## src/rtl/nand10_match_filter.sv

```systemverilog
// Qualifies the active-low NAND10 output into a debounced MATCH with
// programmable assert/release run lengths, edge pulses and a saturating event count.
module nand10_match_filter #(
  parameter int unsigned ON_CYCLES  = 4,
  parameter int unsigned OFF_CYCLES = 2,
  parameter int unsigned CNT_WIDTH  = 4,
  parameter int unsigned EV_WIDTH   = 8
) (
  input  logic                CK,
  input  logic                CD,
  input  logic                CE,
  input  logic                ZN,
  input  logic                EVCLR,
  output logic                MATCH,
  output logic                MRISE,
  output logic                MFALL,
  output logic                PEND,
  output logic [EV_WIDTH-1:0] EVCNT
);

  typedef enum logic [1:0] {IDLE, QUAL, ACTIVE, DROP} state_t;

  localparam logic [CNT_WIDTH:0] ON_N  = (CNT_WIDTH+1)'(ON_CYCLES);
  localparam logic [CNT_WIDTH:0] OFF_N = (CNT_WIDTH+1)'(OFF_CYCLES);

  state_t               state, state_nxt;
  logic                 s;
  logic [CNT_WIDTH-1:0] cnt, cnt_nxt;
  logic [CNT_WIDTH:0]   cnt_inc;
  logic                 rise, fall;

  // One extra bit so the equality test against the run length cannot alias.
  assign cnt_inc = {1'b0, cnt} + (CNT_WIDTH+1)'(1);

  always_comb begin
    state_nxt = state;
    cnt_nxt   = cnt;
    rise      = 1'b0;
    fall      = 1'b0;
    case (state)
      IDLE: begin
        cnt_nxt = '0;
        if (s) begin
          if (ON_CYCLES == 1) begin
            state_nxt = ACTIVE;
            rise      = 1'b1;
          end else begin
            state_nxt = QUAL;
            cnt_nxt   = CNT_WIDTH'(1);
          end
        end
      end
      QUAL: begin
        if (!s) begin
          state_nxt = IDLE;
          cnt_nxt   = '0;
        end else if (cnt_inc == ON_N) begin
          state_nxt = ACTIVE;
          cnt_nxt   = '0;
          rise      = 1'b1;
        end else begin
          cnt_nxt = cnt_inc[CNT_WIDTH-1:0];
        end
      end
      ACTIVE: begin
        cnt_nxt = '0;
        if (!s) begin
          if (OFF_CYCLES == 1) begin
            state_nxt = IDLE;
            fall      = 1'b1;
          end else begin
            state_nxt = DROP;
            cnt_nxt   = CNT_WIDTH'(1);
          end
        end
      end
      DROP: begin
        if (s) begin
          state_nxt = ACTIVE;
          cnt_nxt   = '0;
        end else if (cnt_inc == OFF_N) begin
          state_nxt = IDLE;
          cnt_nxt   = '0;
          fall      = 1'b1;
        end else begin
          cnt_nxt = cnt_inc[CNT_WIDTH-1:0];
        end
      end
      default: begin
        state_nxt = IDLE;
        cnt_nxt   = '0;
      end
    endcase
  end

  always_ff @(posedge CK) begin
    if (CD) begin
      s     <= 1'b0;
      state <= IDLE;
      cnt   <= '0;
      MATCH <= 1'b0;
      MRISE <= 1'b0;
      MFALL <= 1'b0;
      PEND  <= 1'b0;
      EVCNT <= '0;
    end else begin
      // Pulses self-clear even while CE is low so they stay one CK cycle wide.
      MRISE <= 1'b0;
      MFALL <= 1'b0;
      if (CE) begin
        s     <= ~ZN;
        state <= state_nxt;
        cnt   <= cnt_nxt;
        MATCH <= (state_nxt == ACTIVE) || (state_nxt == DROP);
        PEND  <= (state_nxt == QUAL) || (state_nxt == DROP);
        MRISE <= rise;
        MFALL <= fall;
      end
      if (EVCLR)
        EVCNT <= (CE && rise) ? EV_WIDTH'(1) : '0;
      else if (CE && rise && (EVCNT != '1))
        EVCNT <= EVCNT + EV_WIDTH'(1);
    end
  end

endmodule

```

## config.mk

```make
export PLATFORM = sky130hd
export DESIGN_NAME = nand10_match_filter
export DESIGN_NICKNAME = d
export VERILOG_FILES = /design/src/rtl/nand10_match_filter.sv
export SDC_FILE = /design/constraint.sdc
export NUM_CORES = 1
export LEC_CHECK = 0
export BUFFER_PORTS_ARGS = -buffer_cell sky130_fd_sc_hd__buf_2
export CAP_MARGIN = 0
export CORE_UTILIZATION = 55
export CTS_BUF_LIST = sky130_fd_sc_hd__clkbuf_2 sky130_fd_sc_hd__clkbuf_4 sky130_fd_sc_hd__clkbuf_8
export DETAILED_ROUTE_END_ITERATION = 8
export GPL_ROUTABILITY_DRIVEN = 0
export PLACE_DENSITY = 0.82
export SLEW_MARGIN = 5
export SYNTH_ARGS = -nofsm -noshare
export SYNTH_HDL_FRONTEND = slang
export SYNTH_SLANG_ARGS = --single-unit
```

## constraint.sdc

```tcl
create_clock -name CK -period 4.7 [get_ports CK]
set_input_delay 0.94 -clock CK [delete_from_list [all_inputs] [get_ports CK]]
set_output_delay 0.94 -clock CK [all_outputs]
set_load 0.02 [all_outputs]
```

==> results.py, run 1 <==
metrics = {
    "critical_path": {
        "arrival_ns": 2.36,
        "worstPathCellList": "ha_1 > and2b_1 > a32o_2 > nand4_2 > or3_2 > a21oi_1",
        "path_max_fanout": 12,
        "required_ns": 4.92,
        "cp-end-kind": "flop",
        "cp_slowest_cell": "or3_2",
        "crit_path_start_kind": "flop",
        "reg2regPathDepth": 6,
        "slowest_delay_ns": 0.52,
        "crit_type": "flop to flop",
    },
    "power": {
        "p_leak_nw": 0.447,
        "peakVddDrop_mv": 0.134,
        "p_per_area_nw_per_um2": 241,
    },
    "route": {
        "first_pass_iters": 4,
        "drt_wl_total_mm": 1.96,
        "wire_per_inst_um": 12.3,
        "drc": 0,
        "antenna_left": 0,
        "drt_iter0_markers": 21,
        "viasPerCell": 5.78,
        "detailroute.via_count": 924,
    },
    "status": {
        "outcome": "finished clean",
    },
    "logic_synthesis": {
        "synth.avg_cell_area_sq_um": 8.16,
        "yosysSeqAreaShare_pct": 36.2,
        "synth_fp_nets": 131,
        "synth_top_area_share_pct": 36.2,
        "yosysTopAreaCell": "dfxtp_1",
        "synth_warnings": 0,
        "synth-seq-cells": 18,
        "syn_inst": 122,
        "ys_types": 40,
        "synth_area_leaders": "dfxtp_1 (36%), a21oi_1 (5.0%), ha_1 (5.0%), o21ai_0 (4.5%), nand2_1 (3.8%)",
        "syn-cell-area_sq_um": 996,
    },
    "final_layout": {
        "area_growth_pct": 10.9,
        "final_area_sq_um": 1100,
        "antennaDiodeCount": 0,
        "fillerInstances": 140,
        "drive_gt1_share_pct": 20.0,
        "fin_nets": 145,
    },
    "cts": {
        "cts_tree": "built",
        "cts_resized": 0,
        "post_cts_buffers": 0,
        "cts-root-buf": "clkbuf_4",
        "cts.path.max_buffers": 2,
        "clk_pin_slew_worst_paths_ns": 0.10,
        "numCtsBuffers": 3,
        "hold_buffers": 0,
        "clk-insertion-delay-late_ns": 0.28,
        "htree_num_levels": 1,
        "cts_sinks": 18,
    },
    "floorplan": {
        "die_area_sq_um": 1990,
        "die_width_um": 44.6,
        "start_util_pct": 58.3,
        "fp.coreArea_sq_um": 1710,
        "die_y_um": 44.6,
        "ios": 17,
        "rows": 15,
    },
    "sta": {
        "fin_setup_tns_ns": 0,
        "fin_worst_skew_ns": 0.00323,
        "min_period_ns": 2.14,
        "max-slew-margin-rel_pct": 77.2,
        "fin_crit_sh_pct": 45.5,
        "final_max_slew_viol_count": 0,
        "rsz0062_at_grt": "false",
        "finalSetupViolations": 0,
        "hold_viol_final": 0,
        "tightest_slew_ns": 0.342,
        "setup_slack_ns": 2.56,
        "fmax_ghz": 0.467,
    },
    "global_routing": {
        "grt.overflow.total": 0,
        "grt_pass1_vias": 832,
        "grt_max_degree": 14,
        "grt_pass1_wl_mm": 3.36,
        "track_usage_pct": 22.6,
        "antenna_found_initial": 0,
    },
    "place": {
        "port_buffers": 16,
        "dp_slack_ns": 2.34,
        "place_hpwl_mm": 1.48,
        "dpl-instance-area_sq_um": 1070,
    },
    "run": {
        "maxCapViolCount": 0,
    },
    "hold_path": {
        "hold-path-cell-count": 1,
        "min_path_type": "flop to flop",
    },
}
routing by layer:
layer	share of wire, %	track usage [%]	up-vias	wire length [um]
met5	0	0	-	0
met4	0.61	7.27	0	12
met3	3.3	3.67	2	64
met2	48	38.2	23	937
met1	48	29.2	429	950
li1	-	-	470	-
report_power, final:
group          switching, W  internal (W)   total, W  leakage [nW]
Combinational     0.0000102    0.00000696  0.0000172         0.281
Clock             0.0000438     0.0000471  0.0000909        0.0210
Sequential       0.00000399      0.000154   0.000158         0.146
Total             0.0000581      0.000208   0.000266         0.447
critical path, delay by kind of cell, from the launching register on:
| kind | cells | cell delay [ns] |
|---|---|---|
| AO/OA/AOI/OAI | 2 | 0.36 |
| adder cells (fa/ha/maj) | 1 | 0.30 |
| flip-flops | 1 | 0.42 |
| AND/OR/NAND/NOR | 3 | 1.01 |
state kept, by name, summed over array words and instances (netlist names):
signal	flops
PEND	1
MRISE	1
EVCNT	8
cnt	4
MATCH	1
s	1
MFALL	1
state	1
cell usage after synthesis:
cell type and instances:
dfxtp_1 18, a21oi_1 10, nand2_1 10, nor2_1 9, o21ai_0 9, inv_1 5, nand3_1 5, ha_1 4
or3_1 4, a211oi_1 3, clkbuf_1 3, nand3b_1 3, nor4_1 3, a2bb2oi_1 2, a31oi_1 2, and3_1 2
mux2i_1 2, nand4_1 2, nor2b_1 2, nor3_1 2, nor3b_1 2, or3_2 2, a21bo_2 1, a22oi_1 1
a32o_2 1, and2b_1 1, and4_1 1, buf_1 1, buf_2 1, buf_4 1, buf_6 1, nand2b_1 1
nand4_2 1, nor2b_2 1, o211a_1 1, o21a_1 1, o22ai_1 1, o32ai_1 1, or2_2 1, xnor2_1 1
layout make-up:
type / count / area [sq um] / share of cell area, %
clock buffers: 4 / 36.3 / 3.28
inverters: 5 / 18.8 / 1.70
multi-input cells: 92 / 578 / 52.3
flip-flops and latches: 18 / 360 / 32.6
well taps: 25 / 31.3 / 2.83
repair buffers: 16 / 80.1 / 7.25
worst paths after layout:
check | startpoint | to | slack [ns]
setup / recovery | cnt[0] | EVCNT[4] | 2.56
hold / removal | MATCH | MATCH | 0.50
setup reg to reg | cnt[0] | EVCNT[4] | 2.56
hold reg to reg | MATCH | MATCH | 0.50
stage by stage:
step           utilization [%]  std cells  power [W]  hold WS [ns]
4_1_cts                   64.7        160   0.000273         0.513
6_report                  64.7        160   0.000266         0.501
2_1_floorplan                -        122   0.000174         0.525
3_3_place_gp              62.6        156   0.000178         0.486
5_1_grt                   64.7        160   0.000282         0.526
3_5_place_dp              62.6        156   0.000179         0.488
logic make-up (layout without fill, tap and decap cells):
kind of cell | after synthesis | count (layout) | synth area share [%]
AOI/OAI and AO/OA | 33 | 33 | 21.0
xor gates and xnor gates | 1 | 1 | 0.880
adders and majority gates | 4 | 4 | 5.03
buffers and inverters | 12 | 25 | 5.78
DFF | 18 | 18 | 36.2
muxes | 2 | 2 | 2.01
and+or+nand+nor | 52 | 52 | 29.1
layout by cell type, fill, tap and decap left out, types with 4 or more instances in the layout:
cell / n
dfxtp_1: 18
nand3_1: 5
ha_1: 4
inv_1: 5
nor2_1: 9
buf_2: 16
nand2_1: 10
o21ai_0: 9
or3_1: 4
a21oi_1: 10
Power figures use the tool's default switching activity.
==> run 2: changes to the inputs <==
--- a/config.mk
+++ b/config.mk
@@ -7,11 +7,11 @@
 export LEC_CHECK = 0
 export BUFFER_PORTS_ARGS = -buffer_cell sky130_fd_sc_hd__buf_2
 export CAP_MARGIN = 0
-export CORE_UTILIZATION = 55
+export CORE_UTILIZATION = 51
 export CTS_BUF_LIST = sky130_fd_sc_hd__clkbuf_2 sky130_fd_sc_hd__clkbuf_4 sky130_fd_sc_hd__clkbuf_8
 export DETAILED_ROUTE_END_ITERATION = 8
 export GPL_ROUTABILITY_DRIVEN = 0
-export PLACE_DENSITY = 0.82
+export PLACE_DENSITY = 0.8
 export SLEW_MARGIN = 5
 export SYNTH_ARGS = -nofsm -noshare
 export SYNTH_HDL_FRONTEND = slang
==> constraint.sdc (replaced) <==
create_clock -name CK -period 1.7 [get_ports CK]
set_input_delay 0.34 -clock CK [delete_from_list [all_inputs] [get_ports CK]]
set_output_delay 0.34 -clock CK [all_outputs]
set_load 0.02 [all_outputs]
==> results.py, run 2 (synthesized netlist as in run 1, its figures left out) <==
metrics = {
    "sta": {
        "fin_setup_tns_ns": -0.216,
        "fin_crit_sh_pct": 105,
        "max-slew-margin-rel_pct": 78.2,
        "hold_slack_ns": 0.208,
        "fmax_ghz": 0.558,
        "finalSetupViolations": 5,
        "rsz0062_at_grt": "true",
        "min_period_ns": 1.79,
        "final_max_slew_viol_count": 0,
        "hold_viol_final": 0,
        "tightest_slew_ns": 0.324,
        "setup_slack_ns": -0.0910,
        "fin_worst_skew_ns": 0.00626,
    },
    "critical_path": {
        "crit_type": "flop to flop",
        "required_ns": 1.94,
        "arrival_ns": 2.03,
        "cp-end-kind": "flop",
        "path_max_fanout": 5,
        "cp_slowest_cell": "dfxtp_2",
        "worstPathCellList": "ha_4 > and2b_1 > a32o_2 > nand4_4 > buf_6 > or3_4 > a21oi_2",
        "slowest_delay_ns": 0.35,
        "crit_path_start_kind": "flop",
    },
    "floorplan": {
        "die_y_um": 46.2,
        "fp.coreArea_sq_um": 1780,
        "rows": 15,
        "die_area_sq_um": 2130,
        "start_util_pct": 55.9,
        "ios": 17,
        "die_width_um": 46.2,
    },
    "route": {
        "drc": 0,
        "viasPerCell": 5.86,
        "wire_per_inst_um": 14.8,
        "detailroute.via_count": 1025,
        "drt_wl_total_mm": 2.60,
        "antenna_left": 0,
        "drt_iter0_markers": 31,
        "first_pass_iters": 4,
    },
    "run": {
        "maxCapViolCount": 0,
    },
    "final_layout": {
        "drive_gt1_share_pct": 34.0,
        "fillerInstances": 149,
        "largest_registers": "EVCNT (8), cnt (4)",
        "antennaDiodeCount": 0,
        "area_growth_pct": 28.3,
        "largest_register_ffs": 8,
        "largest-register": "EVCNT",
        "mostFrequentLayoutCells": "dfxtp_1 (16), buf_2 (16), buf_4 (14), nand2_1 (10), nor2_1 (9)",
        "fin_nets": 160,
    },
    "cts": {
        "hold_buffers": 0,
        "numCtsBuffers": 3,
        "cts.path.max_buffers": 2,
        "cts_tree": "built",
        "htree_num_levels": 1,
        "clk_pin_slew_worst_paths_ns": 0.11,
        "clk-insertion-delay-late_ns": 0.30,
        "cts-root-buf": "clkbuf_4",
        "cts_sinks": 18,
    },
    "power": {
        "p_seq_share_pct": 55.6,
        "intPower_w": 0.000583,
        "p_clk_share_pct": 35.8,
        "p_switching_w": 0.000190,
        "peakVddDrop_mv": 0.400,
        "p_total_w": 0.000773,
        "p_per_area_nw_per_um2": 605,
        "p_leak_nw": 0.543,
        "switching_share_pct": 24.6,
        "comb_power_share_pct": 8.7,
    },
    "status": {
        "violations": "negative setup slack",
        "outcome": "finished with violations",
    },
    "global_routing": {
        "grt_pass1_wl_mm": 3.73,
        "grt_pass1_vias": 868,
        "grt_max_degree": 14,
        "antenna_found_initial": 0,
        "track_usage_pct": 25.2,
        "grt.overflow.total": 0,
    },
    "place": {
        "port_buffers": 16,
        "place_hpwl_mm": 1.64,
    },
    "hold_path": {
        "min_path_type": "input pin to flop",
    },
}
run 2: cell types whose count changed in the layout (fill, tap and decap cells not counted), moves of 2 or more:
cell,previous run,this run
a21oi_1,10,7
buf_4,0,14
dfxtp_1,18,16
or3_4,0,2
dfxtp_2,0,2
a21oi_2,0,3
run 2: metal layers:
metal | global-route usage (%) | wire length [um] | vias to the layer above
li1 | - | - | 498
met4 | 13.5 | 51 | 0
met2 | 39.7 | 1320 | 32
met3 | 3.53 | 81 | 7
met5 | 0 | 0 | -
met1 | 32.9 | 1140 | 488
run 2: path summary, 6_finish.rpt:
kind | from | to | slack (ns) | cells after the start
worst max-delay path | cnt[1] | EVCNT[7] | -0.09 | 7
worst max register to register | cnt[1] | EVCNT[7] | -0.09 | 7
worst min register to register | EVCNT[5] | EVCNT[5] | 0.51 | 2
worst min-delay path | ZN | s | 0.21 | 2
run 2: what timing repair did:
action	in CTS	in global routing
endpoints found under the hold margin	0	0
pin swaps	3	3
gates cloned	0	0
resized for setup	5	5
endpoints found under the setup margin	2	9
setup buffers	1	2
run 2: layout make-up:
class | count | area, sq um | share of cell area [%]
well taps | 25 | 31.3 | 2.45
repair buffers | 31 | 196 | 15.4
clock buffers | 4 | 36.3 | 2.84
inverters | 5 | 18.8 | 1.47
multi-input cells | 92 | 632 | 49.5
flip-flops and latches | 18 | 363 | 28.4
run 2: worst max-delay path: cells and delay by family (launching register included):
kind	cells	cell delay, ns
compound gates	2	0.38
fa+ha+maj	1	0.15
buf+inv	1	0.16
flops	1	0.35
simple gates	3	0.68
run 2: per-stage QoR:
step	util, %	setup slack [ns]	instance area [sq um]	instances
6_report	71.6	-0.0910	1280	175
3_3_place_gp	65.8	0.000443	1170	168
3_5_place_dp	65.8	-0.0727	1170	168
4_1_cts	69.8	0.00411	1240	173
5_1_grt	71.6	-0.139	1280	175
2_1_floorplan	-	0.00777	1010	122
run 2: power groups by stage:
| stage | Combinational (W) | Sequential [W] | Clock, W |
|---|---|---|---|
| after floorplan | 0.0000385 | 0.000443 | 0 |
| after global placement | 0.0000625 | 0.000439 | 0 |
| after detailed placement | 0.0000640 | 0.000439 | 0 |
| after CTS | 0.0000652 | 0.000430 | 0.000276 |
| after global routing | 0.0000728 | 0.000431 | 0.000294 |
| final | 0.0000669 | 0.000430 | 0.000277 |
